File: config.mk
export PLATFORM = sky130hd
export DESIGN_NAME = bit4_augment
export DESIGN_NICKNAME = d
export VERILOG_FILES = /design/src/rtl/bit4_augment.sv
export SDC_FILE = /design/constraint.sdc
export NUM_CORES = 1
export LEC_CHECK = 0
export CAP_MARGIN = 20
export CORE_AREA = 2 2 39 41
export DETAILED_ROUTE_END_ITERATION = 16
export DIE_AREA = 0 0 41 43
export DONT_BUFFER_PORTS = 1
export MAX_ROUTING_LAYER = met4
export SLEW_MARGIN = 20
export SYNTH_ARGS = -nofsm -noshare
export SYNTH_HDL_FRONTEND = slang
export SYNTH_SLANG_ARGS = --single-unit
export TNS_END_PERCENT = 100
File: constraint.sdc
create_clock -name clk -period 2.1 [get_ports clk]
set_input_delay 0.42 -clock clk [delete_from_list [all_inputs] [get_ports clk]]
set_output_delay 0.42 -clock clk [all_outputs]
set_load 0.005 [all_outputs]
File: src/rtl/bit4_augment.sv
// 4-bit carry-lookahead adder slice with registered sum and group propagate/generate.
// Optional registered carry-out port is enabled by defining BIT4_AUGMENT_COUT_EN.
module bit4_augment (
  input  logic       clk,
  input  logic       rst,
  input  logic       in_valid,
  input  logic [3:0] A,
  input  logic [3:0] B,
  input  logic       cin,
  output logic       out_valid,
  output logic [3:0] S,
  output logic       p,
  output logic       g
`ifdef BIT4_AUGMENT_COUT_EN
  ,
  output logic       cout
`endif
);

  localparam int unsigned W = 4;

  logic [W-1:0] bit_g;
  logic [W-1:0] bit_p;
  logic [W-1:0] carry;
  logic [W-1:0] sum_c;
  logic         grp_p_c;
  logic         grp_g_c;

  logic [W-1:0] s_q, s_d;
  logic         p_q, p_d;
  logic         g_q, g_d;
  logic         valid_q, valid_d;

  // Bit terms, flat lookahead carries and group signals (no ripple path).
  always_comb begin
    bit_g    = A & B;
    bit_p    = A ^ B;
    carry[0] = cin;
    carry[1] = bit_g[0] | (bit_p[0] & cin);
    carry[2] = bit_g[1] | (bit_p[1] & bit_g[0]) | (bit_p[1] & bit_p[0] & cin);
    carry[3] = bit_g[2] | (bit_p[2] & bit_g[1]) | (bit_p[2] & bit_p[1] & bit_g[0])
             | (bit_p[2] & bit_p[1] & bit_p[0] & cin);
    sum_c    = bit_p ^ carry;
    grp_p_c  = &bit_p;
    grp_g_c  = bit_g[3] | (bit_p[3] & bit_g[2]) | (bit_p[3] & bit_p[2] & bit_g[1])
             | (bit_p[3] & bit_p[2] & bit_p[1] & bit_g[0]);
  end

  // Results load on a valid cycle and otherwise hold; out_valid marks fresh data only.
  always_comb begin
    s_d     = s_q;
    p_d     = p_q;
    g_d     = g_q;
    valid_d = 1'b0;
    if (in_valid) begin
      s_d     = sum_c;
      p_d     = grp_p_c;
      g_d     = grp_g_c;
      valid_d = 1'b1;
    end
  end

  always_ff @(posedge clk) begin
    if (rst) begin
      s_q     <= '0;
      p_q     <= 1'b0;
      g_q     <= 1'b0;
      valid_q <= 1'b0;
    end else begin
      s_q     <= s_d;
      p_q     <= p_d;
      g_q     <= g_d;
      valid_q <= valid_d;
    end
  end

  assign S         = s_q;
  assign p         = p_q;
  assign g         = g_q;
  assign out_valid = valid_q;

`ifdef BIT4_AUGMENT_COUT_EN
  logic cout_q, cout_d;

  always_comb begin
    cout_d = cout_q;
    if (in_valid) begin
      cout_d = grp_g_c | (grp_p_c & cin);
    end
  end

  always_ff @(posedge clk) begin
    if (rst) begin
      cout_q <= 1'b0;
    end else begin
      cout_q <= cout_d;
    end
  end

  assign cout = cout_q;
`endif

endmodule

==> impl_metrics.env, run 1 <==
export IMPL_status="completed"
export IMPL_cap_violations=0
export IMPL_r2r_start="S[3]$_SDFFE_PP0P_"
export IMPL_ir_drop_mv=0.1495
export IMPL_holdPathStages=1
export IMPL_cts_made_buffers=3
export IMPL_startpoint="A[0]"
export IMPL_nets=70
export IMPL_netlist_area_leader_share=0.3035
export IMPL_min_from="rst"
export IMPL_fmax_mhz=822.7
export IMPL_area_growth_pct=6.504
export IMPL_initial_core_util=0.3336
export IMPL_ant_nets=0
export IMPL_clock_sinks=7
export IMPL_drt_pass1_iterations=2
export IMPL_min_path_type="in2reg"
export IMPL_drt_iter0_markers=1
export IMPL_grt_max_degree=11
export IMPL_die_area_mm2=0.001763
export IMPL_clock_latency_ns=0.24
export IMPL_tightest_slew_ns=0.1892
export IMPL_arrival_ns=1.39
export IMPL_clock_path_buffers=2
export IMPL_dp_slack_ns=0.6402
export IMPL_grt_pass1_wl_um=1317
export IMPL_drive_gt1_frac=0.1176
export IMPL_ys_seq_elements=7
export IMPL_min_period_ns=1.215
export IMPL_cts_hold_buf=0
export IMPL_port_buffers=0
export IMPL_antenna_cells=0
export IMPL_crit_path_end_kind="flop"
export IMPL_clock_root_buffer="clkbuf_4"
export IMPL_crit_type="in2reg"
export IMPL_final_setup_skew_ns=0
export IMPL_async_flop_share=0
export IMPL_synth_area_leaders="dfxtp_1 (30%), ha_1 (14%), fa_1 (4.3%)"
export IMPL_grtUsageTotal=0.1207
export IMPL_postCtsSetupBuffers=0
export IMPL_report_final_slew_viol_count=0
export IMPL_ys_warnings_count=0
export IMPL_fp_dieH_um=43
export IMPL_layout_setup_ws_ns=0.8845
export IMPL_power_density_mw_per_mm2=670.7
export IMPL_synth_edf_count=0
export IMPL_r2r_end="S[3]$_SDFFE_PP0P_"
export IMPL_required_ns=2.27
export IMPL_via_per_inst=5.343
export IMPL_htreeDepth=1
export IMPL_syn_inst=49
export IMPL_period_share=0.5788
export IMPL_synth_common_cells="dfxtp_1 (7), ha_1 (5), inv_1 (5)"
export IMPL_critPathMaxFanout=3
export IMPL_p_leak_nw=0.2202
export IMPL_core_mm2=0.001384
export IMPL_grt_pass1_vias=290
export IMPL_routed_wl_um=860
export IMPL_gr_total_overflow=0
export IMPL_setup_viol=0
export IMPL_synth_top_area_cell="dfxtp_1"
export IMPL_post_synth_top_count_cell="dfxtp_1"
export IMPL_dp_hpwl_um=701.3
export IMPL_antenna_found_initial=0
export IMPL_syn_area_um2=461.7
export IMPL_ys_flop_type="dfxtp_1"
export IMPL_hold_viol=0
export IMPL_cts_resized_gates=0
export IMPL_fill_cells=146
export IMPL_clkSlewWorstSetupHoldPaths_ns=0.05
export IMPL_synth_cell_type_count=29
export IMPL_reg2reg_slack_ns=1.15
export IMPL_tns_ns=0
export IMPL_num_rows=14
export IMPL_maxSlewHeadroom=0.8730
export IMPL_cts_tree="yes"
export IMPL_seq_area_frac_synth=0.3035
export IMPL_syn_nets=67
export IMPL_die_width_um=41
export IMPL_vias=358
export IMPL_drc=0
export IMPL_synth_area_per_cell_um2=9.422
export IMPL_rsz0062_at_grt="no"
export IMPL_cp_start_kind="input port"
export IMPL_hold_end="p$_SDFFE_PP0P_"
export IMPL_rr_worst_depth=3
export IMPL_ios=19
export IMPL_place_congestion=0.8037
export IMPL_post_drt_wl_per_cell_um=12.84
==> cells by family (layout without fill, tap and decap cells) <==
| family | count (synthesis) | count (layout) | share of synthesized area |
|---|---|---|---|
| simple gates | 14 | 14 | 0.1599 |
| compound gates | 12 | 12 | 0.2330 |
| buf+inv | 8 | 10 | 0.08400 |
| flops | 7 | 7 | 0.3035 |
| fa+ha+maj | 6 | 6 | 0.1789 |
| xor+xnor | 1 | 1 | 0.01897 |
| mux | 1 | 1 | 0.02168 |
==> through the flow <==
| stage | power (mW) | utilization | cell area [um^2] | cells | hold WS [ns] |
|---|---|---|---|---|---|
| 3_5_place_dp | 0.2139 | 0.3363 | 465.4 | 63 | 0.4977 |
| 6_report | 0.3298 | 0.3553 | 491.7 | 67 | 0.2390 |
| 2_1_floorplan | 0.2098 | - | 461.7 | 49 | 0.4764 |
| 3_3_place_gp | 0.2129 | 0.3363 | 465.4 | 63 | 0.4938 |
| 5_1_grt | 0.3542 | 0.3553 | 491.7 | 67 | 0.2218 |
| 4_1_cts | 0.3382 | 0.3553 | 491.7 | 67 | 0.2259 |
==> placed cells by master (no fill, tap or decap), types with 2 or more instances in the layout <==
| cell | instances |
|---|---|
| a21o_1 | 2 |
| dfxtp_1 | 7 |
| nand2_1 | 2 |
| inv_1 | 5 |
| clkbuf_4 | 3 |
| nor2_1 | 4 |
| nand4_1 | 2 |
| ha_1 | 5 |
==> worst max path at each step <==
stage | end | depth (start not counted)
6_report | S[2]$_SDFFE_PP0P_ | 4
5_1_grt | S[3]$_SDFFE_PP0P_ | 4
4_1_cts | S[2]$_SDFFE_PP0P_ | 4
3_5_place_dp | S[2]$_SDFFE_PP0P_ | 4
3_3_place_gp | S[3]$_SDFFE_PP0P_ | 4
2_1_floorplan | S[2]$_SDFFE_PP0P_ | 4
==> layer usage <==
layer,vias to the layer above,global-route usage,wire length (um)
li1,179,-,-
met1,167,0.1396,369
met2,10,0.1594,416
met3,2,0.02618,66
met4,0,0.1200,8
met5,-,-,0
==> worst max-delay path, cell delays in order <==
cell and delay, ns:
ha_1 0.31, a21o_1 0.18, a2111o_1 0.42, o221ai_2 0.06
==> flip-flops by register name (all words and copies together) (netlist names) <==
| register | count |
|---|---|
| p | 1 |
| S | 4 |
| out_valid | 1 |
| g | 1 |
==> cell type report <==
cell class,instances,area [um^2],share of cell area
Clock buffer,4,26.28,0.05344
Inverter,6,22.52,0.04580
Multi-Input combinational cell,34,282.8,0.5751
Sequential cell,7,140.1,0.2850
Tap cell,16,20.02,0.04071
==> where the power goes <==
group | switching [mW] | internal (mW)
clock | 0.0471 | 0.0723
combinational | 0.0298 | 0.0291
sequential | 0.00732 | 0.144
total | 0.0842 | 0.246
No activity file was read; power rests on OpenSTA's default activity.
==> run 2, diff against run 1 <==
==> constraint.sdc (replaced) <==
create_clock -name clk -period 1.1 [get_ports clk]
set_input_delay 0.22 -clock clk [delete_from_list [all_inputs] [get_ports clk]]
set_output_delay 0.22 -clock clk [all_outputs]
set_load 0.005 [all_outputs]
==> run 2 against run 1 <==
Effect of this change:
- clock-buffer cell count is 1 lower
- critical path depth is 1 lower
- via count is 1.7% higher
- total power is 99% higher
- sequential share of layout area is 2.8 points lower
- sequential power is 92% higher
- global-route usage is 0.48 points higher
- non-clock buffer count is 2 higher
- critical endpoint is now S[3]$_SDFFE_PP0P_
- largest power group unchanged
==> impl_metrics.env, run 2 (same netlist as run 1, synthesis figures left out) <==
export IMPL_cts_tree="yes"
export IMPL_htreeDepth=1
export IMPL_drc=0
export IMPL_fmax_mhz=1001
export IMPL_clock_sinks=7
export IMPL_cp_cell_sequence="or3b_1 -> o41a_1 -> o211ai_2"
export IMPL_cp_slowest_cell="dfxtp_1"
export IMPL_drt_iter0_markers=0
export IMPL_postCtsSetupBuffers=0
export IMPL_period_share=0.9083
export IMPL_port_buffers=0
export IMPL_area_growth_pct=18.16
export IMPL_clock_root_buffer="clkbuf_4"
export IMPL_post_drt_wl_per_cell_um=13.30
export IMPL_clock_path_buffers=2
export IMPL_grtUsageTotal=0.1255
export IMPL_ff_latch_area_um2=140.1
export IMPL_fp_dieH_um=43
export IMPL_antenna_found_initial=0
export IMPL_cap_violations=0
export IMPL_initial_core_util=0.3336
export IMPL_core_mm2=0.001384
export IMPL_ant_nets=0
export IMPL_multiInputGateArea_um2=320.3
export IMPL_final_cell_mix="dfxtp_1 (7), inv_1 (5), nor2_1 (4), ha_4 (3), clkbuf_4 (3)"
export IMPL_critPathMaxFanout=2
export IMPL_crit_path_end_kind="flop"
export IMPL_via_per_inst=5.275
export IMPL_maxSlewHeadroom=0.8591
export IMPL_vias=364
export IMPL_ir_drop_mv=0.4091
export IMPL_fill_cells=150
export IMPL_grt_max_degree=11
export IMPL_min_path_type="in2reg"
export IMPL_clkSlewWorstSetupHoldPaths_ns=0.06
export IMPL_largest_reg_flops=4
export IMPL_cts_made_buffers=3
export IMPL_rsz0062_at_grt="no"
export IMPL_dp_hpwl_um=743.3
export IMPL_final_setup_skew_ns=0
export IMPL_num_rows=14
export IMPL_min_period_ns=0.9991
export IMPL_nets=72
export IMPL_status="completed"
export IMPL_setup_viol=0
export IMPL_ios=19
export IMPL_tightest_slew_ns=0.2104
export IMPL_die_width_um=41
export IMPL_hold_viol=0
export IMPL_finalNonFillerCells=69
export IMPL_grt_pass1_wl_um=1428
export IMPL_die_area_mm2=0.001763
export IMPL_crit_type="reg2reg"
export IMPL_antenna_cells=0
export IMPL_drive_gt1_frac=0.2264
export IMPL_p_leak_nw=0.2320
export IMPL_dp_cells=65
export IMPL_power_density_mw_per_mm2=1205
export IMPL_reg2reg_slack_ns=0.10
export IMPL_cts_hold_buf=0
export IMPL_gr_total_overflow=0
export IMPL_layout_commonest_cell="dfxtp_1"
export IMPL_clock_latency_ns=0.25
export IMPL_routed_wl_um=918
export IMPL_cpPeakStageDelay_ns=0.37
export IMPL_cts_resized_gates=0
export IMPL_drt_pass1_iterations=1
export IMPL_required_ns=1.28
export IMPL_arrival_ns=1.18
export IMPL_cp_start_kind="flop"
export IMPL_grt_pass1_vias=345
export IMPL_p_total_mw=0.6576
export IMPL_report_final_slew_viol_count=0
export IMPL_place_congestion=0.7865
-- run 2: cell type report --
type,instances,share of cell area
clock buffer,3,0.04128
clock inverter,1,0.009174
inverter,6,0.04128
multi-input combinational,34,0.5872
sequential,7,0.2569
tap,16,0.03670
timing repair buffer,2,0.02752
-- run 2: worst paths after layout --
path,start,endpoint,cells past startpoint
min reg2reg,g$_SDFFE_PP0P_,g$_SDFFE_PP0P_,2
max,S[3]$_SDFFE_PP0P_,S[3]$_SDFFE_PP0P_,3
min,rst,S[1]$_SDFFE_PP0P_,1
max reg2reg,S[3]$_SDFFE_PP0P_,S[3]$_SDFFE_PP0P_,3
-- run 2: worst max-delay path: cells and delay by family (launching register included) --
kind            cells  cell delay [ns]
flops               1             0.37
simple gates        1             0.36
compound gates      2             0.21
-- run 2: power by group --
part | internal, mW | switching (mW) | leakage, nW | total [mW]
combinational | 0.0748 | 0.0606 | 0.157 | 0.135
sequential | 0.275 | 0.0150 | 0.0578 | 0.290
clock | 0.133 | 0.0995 | 0.0177 | 0.232
-- run 2: per-layer routing --
layer  wire (um)  track usage  vias up
li1            -            -      187
met1         426       0.1511      164
met2         438       0.1781       13
met3          52      0.04712        0
met4           0      0.06000        0
met5           0            -        -
-- run 2: per-stage QoR --
step | util | area [um^2] | worst slack [ns] | setup TNS (ns) | hold slack [ns]
6_report | 0.3942 | 545.5 | 0.1009 | 0 | 0.03194
5_1_grt | 0.3942 | 545.5 | 0.08024 | 0 | 0.01119
4_1_cts | 0.3942 | 545.5 | 0.09261 | 0 | 0.02785
3_5_place_dp | 0.3743 | 518.0 | -0.05876 | -0.1336 | 0.2950
3_3_place_gp | 0.3743 | 518.0 | -0.04607 | -0.08658 | 0.2936
2_1_floorplan | - | 499.2 | -0.01290 | -0.01290 | 0.4368
